File: src/rtl/key_counter_mc.sv
// -----------------------------------------------------------------------------
// key_counter_mc
//
// Multi-channel push-button counter. Each channel takes one raw, active-low
// key, brings it into the clk domain with a two-flop synchroniser, debounces
// it and turns the released->pressed transition of the debounced state into
// a single press event. Every event steps that channel's counter up or down,
// either wrapping or saturating at the ends of the range. One counter is
// selected onto a registered LED bus, and the per-channel press events are
// exported as one-cycle pulses.
//
// Optional build macro:
//   KEY_COUNTER_MC_AUTOREPEAT_EN
//     When defined, a key held down after its initial press generates an
//     additional event every REPEAT_CYCLES cycles. When undefined, a held
//     key produces exactly one event and REPEAT_CYCLES has no effect.
//
// Parameters:
//   WIDTH            counter and LED bus width (>= 2)
//   CHANNELS         number of independent key/counter channels (>= 1)
//   SEL_W            width of sel, 2**SEL_W >= CHANNELS
//   DEBOUNCE_CYCLES  consecutive cycles a key must disagree with its stable
//                    state before that state flips (>= 2)
//   REPEAT_CYCLES    auto-repeat period, auto-repeat builds only (>= 2)
//
// Ports:
//   clk          system clock
//   rstn         asynchronous active-low reset
//   keys         raw push-buttons, active-low, asynchronous to clk
//   dir          1 = count up, 0 = count down (all channels)
//   sat          1 = saturate at 0 / max, 0 = wrap around
//   clr          synchronous clear of every counter, wins over a same-cycle
//                event
//   sel          channel shown on leds; out-of-range selects show 0
//   leds         registered copy of the selected counter
//   press_pulse  one-cycle pulse per counted event, per channel
// -----------------------------------------------------------------------------
module key_counter_mc #(
  parameter int WIDTH           = 8,
  parameter int CHANNELS        = 2,
  parameter int SEL_W           = 1,
  parameter int DEBOUNCE_CYCLES = 16,
  parameter int REPEAT_CYCLES   = 64
) (
  input  logic                clk,
  input  logic                rstn,
  input  logic [CHANNELS-1:0] keys,
  input  logic                dir,
  input  logic                sat,
  input  logic                clr,
  input  logic [SEL_W-1:0]    sel,
  output logic [WIDTH-1:0]    leds,
  output logic [CHANNELS-1:0] press_pulse
);

  // ---------------------------------------------------------------------------
  // Derived constants
  // ---------------------------------------------------------------------------
  localparam int              DBC_W    = $clog2(DEBOUNCE_CYCLES);
  localparam logic [DBC_W-1:0] DBC_LAST = DBC_W'(DEBOUNCE_CYCLES - 1);

  // ---------------------------------------------------------------------------
  // State
  // ---------------------------------------------------------------------------
  // Synchroniser chain: s1 may go metastable, s2 is the clean sampled key.
  logic [CHANNELS-1:0] s1_q, s1_d;
  logic [CHANNELS-1:0] s2_q, s2_d;

  // Debounced key level (1 = released) and the disagreement run length.
  logic [CHANNELS-1:0] stable_q, stable_d;
  logic [DBC_W-1:0]    dbc_q [CHANNELS];
  logic [DBC_W-1:0]    dbc_d [CHANNELS];

  // Per-channel counters, the LED register and the exported pulses.
  logic [WIDTH-1:0]    cnt_q [CHANNELS];
  logic [WIDTH-1:0]    cnt_d [CHANNELS];
  logic [WIDTH-1:0]    leds_q, leds_d;
  logic [CHANNELS-1:0] press_pulse_q, press_pulse_d;

  // press_ev: the debounced 1->0 transition happening at this edge.
  // count_ev: every event that steps a counter (press plus any repeat).
  logic [CHANNELS-1:0] press_ev;
  logic [CHANNELS-1:0] count_ev;

  // ---------------------------------------------------------------------------
  // One counter step under the current direction and end-of-range policy.
  // ---------------------------------------------------------------------------
  function automatic logic [WIDTH-1:0] step_count(
    input logic [WIDTH-1:0] cur,
    input logic             up,
    input logic             hold_at_end
  );
    logic [WIDTH-1:0] nxt;
    if (up) begin
      if (hold_at_end && (cur == {WIDTH{1'b1}})) nxt = cur;
      else                                       nxt = cur + WIDTH'(1);
    end else begin
      if (hold_at_end && (cur == '0)) nxt = cur;
      else                            nxt = cur - WIDTH'(1);
    end
    return nxt;
  endfunction

  // ---------------------------------------------------------------------------
  // Synchroniser and debounce
  // ---------------------------------------------------------------------------
  // NOTE: every signal assigned here gets a default first, so no path through
  // the block leaves a value unassigned and no latch can be inferred.
  always_comb begin
    s1_d     = keys;
    s2_d     = s1_q;
    stable_d = stable_q;
    press_ev = '0;
    for (int i = 0; i < CHANNELS; i++) begin
      dbc_d[i] = dbc_q[i];
      if (s2_q[i] == stable_q[i]) begin
        // Key agrees with the debounced level: any partial run is abandoned,
        // which is what rejects glitches shorter than DEBOUNCE_CYCLES.
        dbc_d[i] = '0;
      end else if (dbc_q[i] == DBC_LAST) begin
        // Disagreement has lasted long enough: accept the new level. Only
        // the released->pressed direction is a press; release counts nothing.
        stable_d[i] = s2_q[i];
        dbc_d[i]    = '0;
        press_ev[i] = stable_q[i];
      end else begin
        dbc_d[i] = dbc_q[i] + DBC_W'(1);
      end
    end
  end

  // ---------------------------------------------------------------------------
  // Auto-repeat
  // ---------------------------------------------------------------------------
`ifdef KEY_COUNTER_MC_AUTOREPEAT_EN
  localparam int              RPC_W    = $clog2(REPEAT_CYCLES);
  localparam logic [RPC_W-1:0] RPC_LAST = RPC_W'(REPEAT_CYCLES - 1);

  logic [RPC_W-1:0]    rpc_q [CHANNELS];
  logic [RPC_W-1:0]    rpc_d [CHANNELS];
  logic [CHANNELS-1:0] repeat_ev;

  // The repeat timer runs only while the debounced key is held. It restarts
  // on the initial press, so the first repeat lands REPEAT_CYCLES cycles after
  // it, and every later repeat another REPEAT_CYCLES cycles on.
  always_comb begin
    repeat_ev = '0;
    for (int i = 0; i < CHANNELS; i++) begin
      rpc_d[i] = rpc_q[i];
      if (stable_q[i] || press_ev[i]) begin
        rpc_d[i] = '0;
      end else if (rpc_q[i] == RPC_LAST) begin
        repeat_ev[i] = 1'b1;
        rpc_d[i]     = '0;
      end else begin
        rpc_d[i] = rpc_q[i] + RPC_W'(1);
      end
    end
  end

  always_ff @(posedge clk or negedge rstn) begin
    if (!rstn) begin
      for (int i = 0; i < CHANNELS; i++) rpc_q[i] <= '0;
    end else begin
      for (int i = 0; i < CHANNELS; i++) rpc_q[i] <= rpc_d[i];
    end
  end

  assign count_ev = press_ev | repeat_ev;
`else
  // Without auto-repeat the period parameter plays no part; fold it into a
  // deliberately unused net so the parameter list stays identical across
  // both builds.
  logic unused_repeat_cycles;
  assign unused_repeat_cycles = ^REPEAT_CYCLES;

  assign count_ev = press_ev;
`endif

  // ---------------------------------------------------------------------------
  // Counters, pulses and LED select
  // ---------------------------------------------------------------------------
  always_comb begin
    press_pulse_d = count_ev;
    for (int i = 0; i < CHANNELS; i++) begin
      cnt_d[i] = cnt_q[i];
      // clr wins over an event on the same edge; the pulse above still fires.
      if (clr)              cnt_d[i] = '0;
      else if (count_ev[i]) cnt_d[i] = step_count(cnt_q[i], dir, sat);
    end

    // Selects beyond the last channel fall through to the zero default.
    leds_d = '0;
    for (int i = 0; i < CHANNELS; i++) begin
      if (sel == SEL_W'(i)) leds_d = cnt_q[i];
    end
  end

  // ---------------------------------------------------------------------------
  // Registers
  // ---------------------------------------------------------------------------
  // NOTE: state is updated only with non-blocking assignments so that every
  // flop samples the values from before this edge, independent of the order
  // of the statements below.
  always_ff @(posedge clk or negedge rstn) begin
    if (!rstn) begin
      s1_q          <= '1;
      s2_q          <= '1;
      stable_q      <= '1;
      leds_q        <= '0;
      press_pulse_q <= '0;
      // NOTE: these per-channel arrays are ordinary registers rather than a
      // RAM, so each entry is reset explicitly; a reset mid-debounce or
      // mid-count must leave no stale progress behind.
      for (int i = 0; i < CHANNELS; i++) begin
        dbc_q[i] <= '0;
        cnt_q[i] <= '0;
      end
    end else begin
      s1_q          <= s1_d;
      s2_q          <= s2_d;
      stable_q      <= stable_d;
      leds_q        <= leds_d;
      press_pulse_q <= press_pulse_d;
      for (int i = 0; i < CHANNELS; i++) begin
        dbc_q[i] <= dbc_d[i];
        cnt_q[i] <= cnt_d[i];
      end
    end
  end

  assign leds        = leds_q;
  assign press_pulse = press_pulse_q;

endmodule

File: config.mk
export PLATFORM = sky130hd
export DESIGN_NAME = key_counter_mc
export DESIGN_NICKNAME = d
export VERILOG_FILES = /design/src/rtl/key_counter_mc.sv
export SDC_FILE = /design/constraint.sdc
export NUM_CORES = 1
export LEC_CHECK = 0
export CORE_ASPECT_RATIO = 1.2
export CORE_MARGIN = 2
export CORE_UTILIZATION = 40
export CTS_BUF_LIST = sky130_fd_sc_hd__clkbuf_4 sky130_fd_sc_hd__clkbuf_8
export DETAILED_ROUTE_END_ITERATION = 8
export GPL_TIMING_DRIVEN = 0
export HOLD_SLACK_MARGIN = 0.02
export MAX_ROUTING_LAYER = met4
export SYNTH_ARGS = -nofsm -noshare
export SYNTH_HDL_FRONTEND = slang
export SYNTH_SLANG_ARGS = --single-unit
File: constraint.sdc
create_clock -name clk -period 2.42 [get_ports clk]
set_input_delay 0.363 -clock clk [delete_from_list [all_inputs] [get_ports clk]]
set_output_delay 0.363 -clock clk [all_outputs]
set_load 0.01 [all_outputs]
==> flow_metrics.env <==
export IMPL_core_sq_um=5670
export IMPL_clk_latency_ns=0.29
export IMPL_drive_above_1_share_pct=11.4
export IMPL_final_hold_violation_count=0
export IMPL_skew_ns=0.00522
export IMPL_nets=286
export IMPL_fp_dieArea_sq_um=6490
export IMPL_htreeDepth=2
export IMPL_path_class="in2reg"
export IMPL_numCtsBuffers=5
export IMPL_numPortBuffers=17
export IMPL_synth_seq_cells=40
export IMPL_synth_cell_type_count=42
export IMPL_place_hpwl_um=3790
export IMPL_yosysSeqAreaShare_pct=43.0
export IMPL_worstSetupStartpointType="input pin"
export IMPL_finalPower_uw=1450
export IMPL_start_util_pct=41.3
export IMPL_worstSetupEndpointType="flip-flop"
export IMPL_crit_slowest_cell="or4b_2"
export IMPL_rsz0062_at_grt="false"
export IMPL_cts_tree="built"
export IMPL_crit_path_max_incr_delay_ns=0.61
export IMPL_status="completed"
export IMPL_gp_congestion=0.825
export IMPL_die_y_um=87.9
export IMPL_cp_max_fo=14
export IMPL_use_met3_pct=3.45
export IMPL_vdd_drop_max_uv=254
export IMPL_p_leak_uw=0.00121
export IMPL_io_pins=18
export IMPL_maxSlewViolCount=0
export IMPL_setup_tns_ns=0
export IMPL_grt_pass1_vias=1892
export IMPL_worstMarginPinSlew_ns=0.847
export IMPL_cts_buffer_depth=2
export IMPL_relSlewSlack_pct=43.5
export IMPL_stdcell_area_sq_um=2760
export IMPL_period_needed_ns=2.32
export IMPL_cts_sinks=40
export IMPL_grt_max_degree=41
export IMPL_grt_busiest_layer="met2"
export IMPL_seqPwrFrac_pct=47.7
export IMPL_drt_total_wl_um=5000
export IMPL_diodes=0
export IMPL_grtUsageMet2_pct=28.2
export IMPL_ys_flop_type="dfrtp_1"
export IMPL_swShare_pct=20.6
export IMPL_path_cells="clkdlybuf4s15_2 > buf_8 > inv_4 > ha_1 > nor2b_1 > o31a_1 > or4b_2 > nand3_1 > a311o_1"
export IMPL_grt_total_usage_pct=18.3
export IMPL_drc=0
export IMPL_fin_hold_ws_ns=0.175
export IMPL_met1_usage_pct=24.3
export IMPL_via_per_inst=5.50
export IMPL_synth_nets=262
export IMPL_switching_power_uw=300
export IMPL_antenna_found_initial=0
export IMPL_syn_area_per_cell_sq_um=9.85
export IMPL_syn_instance_count=238
export IMPL_drt_iter0_drc=80
export IMPL_crit_required_ns=2.65
export IMPL_clk_pin_slew_worst_paths_ns=0.07
export IMPL_p_int_uw=1150
export IMPL_fmax_mhz=430
export IMPL_row_count=30
export IMPL_fp_dieW_um=73.9
export IMPL_pwr_share_comb_pct=7.6
export IMPL_place_area_sq_um=2610
export IMPL_hold_path_class="in2async"
export IMPL_synth_edff_count=0
export IMPL_maxCapViolations=0
export IMPL_fin_crit_sh_pct=96.0
export IMPL_grt_pass1_wl_um=8830
export IMPL_grt_ovfl_total=0
export IMPL_clockRootBuffer="clkbuf_8"
export IMPL_synth_warnings=0
export IMPL_power_density_nw_per_um2=526
export IMPL_wl_per_cell_um=14.6
export IMPL_netlist_area_sq_um=2340
export IMPL_synthToLayoutAreaGrowth_pct=17.8
export IMPL_cts_hold_fix_buffers=0
export IMPL_ant_nets=0
export IMPL_arrival_ns=2.55
export IMPL_async_reset_ff_share_pct=100
export IMPL_setup_violations_final=0
export IMPL_firstDrtPassIters=4
export IMPL_vias=1887
export IMPL_pwr_share_clk_pct=44.7
## sequential cells by signal, summed over array words and instances (netlist names)
register / cells
s1_q: 2
stable_q: 2
cnt_q: 16
press_pulse: 2
s2_q: 2
leds: 8
dbc_q: 8
## critical path: cells and delay by family
kind / cells / cell delay (ns)
and+or+nand+nor: 3 / 0.90
buffers and inverters: 3 / 0.57
AOI/OAI and AO/OA: 2 / 0.44
adders and majority gates: 1 / 0.29
## cells in the mapped netlist, types with 2 or more instances
cell / count / area, sq um
dfrtp_1: 34 / 851
o21ai_0: 18 / 90.1
ha_1: 14 / 175
nor3_1: 14 / 70.1
a21oi_1: 13 / 65.1
nand2_1: 12 / 45.0
inv_1: 11 / 41.3
nand3_1: 10 / 50.1
nor2_1: 9 / 33.8
mux2_2: 7 / 78.8
nor2b_1: 7 / 43.8
a31oi_1: 6 / 37.5
and3_1: 6 / 37.5
clkbuf_1: 6 / 22.5
dfstp_2: 6 / 158
xnor2_1: 6 / 52.6
a21o_1: 5 / 37.5
or4_1: 5 / 37.5
nand4_1: 4 / 25.0
o21a_1: 4 / 30.0
o21bai_1: 4 / 30.0
a311o_1: 3 / 30.0
nand3b_1: 3 / 22.5
nor4_1: 3 / 18.8
o211ai_1: 3 / 22.5
a2111o_1: 2 / 22.5
a211oi_1: 2 / 15.0
a22oi_1: 2 / 15.0
fa_1: 2 / 40.0
mux2i_1: 2 / 20.0
nand2b_1: 2 / 12.5
o311ai_0: 2 / 17.5
or4b_2: 2 / 20.0
## cell families (layout without fill, tap and decap cells)
family                   after synthesis  after routing  share of synthesized area, %
AO/OA/AOI/OAI                         67             67                          18.6
buffers and inverters                 17             42                          2.72
multiplexers                           9              9                          4.22
flip-flops                            40             40                          43.0
AND/OR/NAND/NOR                       82             82                          19.6
XOR/XNOR                               7              7                          2.62
adder cells (fa/ha/maj)               16             16                          9.18
## power by group through the flow
stage	clock (uW)	sequential [uW]	combinational, uW
4_1_cts	666	692	112
6_report	649	692	111
3_5_place_dp	0	705	110
2_1_floorplan	0	703	67.6
3_3_place_gp	0	705	109
5_1_grt	708	694	126
## per-layer routing
layer	routed length, um	part of all wire, %
met5	0	0
met1	2490	50
met4	71	1.4
met2	2320	46
met3	108	2.2
## final cells by class
class	instances	area [sq um]
sequential	40	1010
timing repair buffer	17	166
inverter	11	43.8
clock inverter	2	60.1
buffer	6	33.8
fill	540	2910
multi-input combinational	181	1270
clock buffer	6	76.3
tap	80	100
## through the flow
| step | worst slack, ns | util [%] | std cells |
|---|---|---|---|
| floorplan | 0.125 | - | 238 |
| global placement | -0.763 | 46.1 | 335 |
| detailed placement | -0.752 | 46.0 | 335 |
| CTS | 0.0850 | 48.7 | 343 |
| global route | 0.0142 | 48.7 | 343 |
| finish | 0.0968 | 48.7 | 343 |
## final timing paths
path	startpoint	end	slack [ns]	cells past startpoint
min	rstn	dbc_q[0]$_DFF_PN0_	0.17	1
min reg2reg	s1_q[1]$_DFF_PN1_	s2_q[1]$_DFF_PN1_	0.36	0
max reg2reg	cnt_q[3]$_DFFE_PN0P_	cnt_q[3]$_DFFE_PN0P_	0.22	5
min in group clk	s1_q[1]$_DFF_PN1_	s2_q[1]$_DFF_PN1_	0.36	0
max	dir	cnt_q[6]$_DFFE_PN0P_	0.1	9
max in group asynchronous	rstn	cnt_q[14]$_DFFE_PN0P_	1.72	1
## repair_timing
| item | 4_1_cts | 5_1_grt |
|---|---|---|
| gates resized for setup | 6 | 1 |
| endpoints found under the setup margin | 7 | 1 |
| setup buffers | 0 | 0 |
## layout by cell type, fill, tap and decap left out, types with 3 or more instances in the layout
cell / synthesis / layout
dfrtp_1: 34 / 34
o21ai_0: 18 / 18
clkdlybuf4s50_1: 0 / 15
nor3_1: 14 / 14
ha_1: 14 / 14
a21oi_1: 13 / 13
nand2_1: 12 / 12
inv_1: 11 / 10
nand3_1: 10 / 10
nor2_1: 9 / 9
nor2b_1: 7 / 7
mux2_2: 7 / 7
xnor2_1: 6 / 6
and3_1: 6 / 6
a31oi_1: 6 / 6
dfstp_2: 6 / 6
clkbuf_1: 6 / 5
a21o_1: 5 / 5
or4_1: 5 / 5
clkbuf_8: 0 / 5
o21bai_1: 4 / 4
nand4_1: 4 / 4
o21a_1: 4 / 4
nand3b_1: 3 / 3
nor4_1: 3 / 3
a311o_1: 3 / 3
o211ai_1: 3 / 3
No activity file was read; power rests on OpenSTA's default activity.
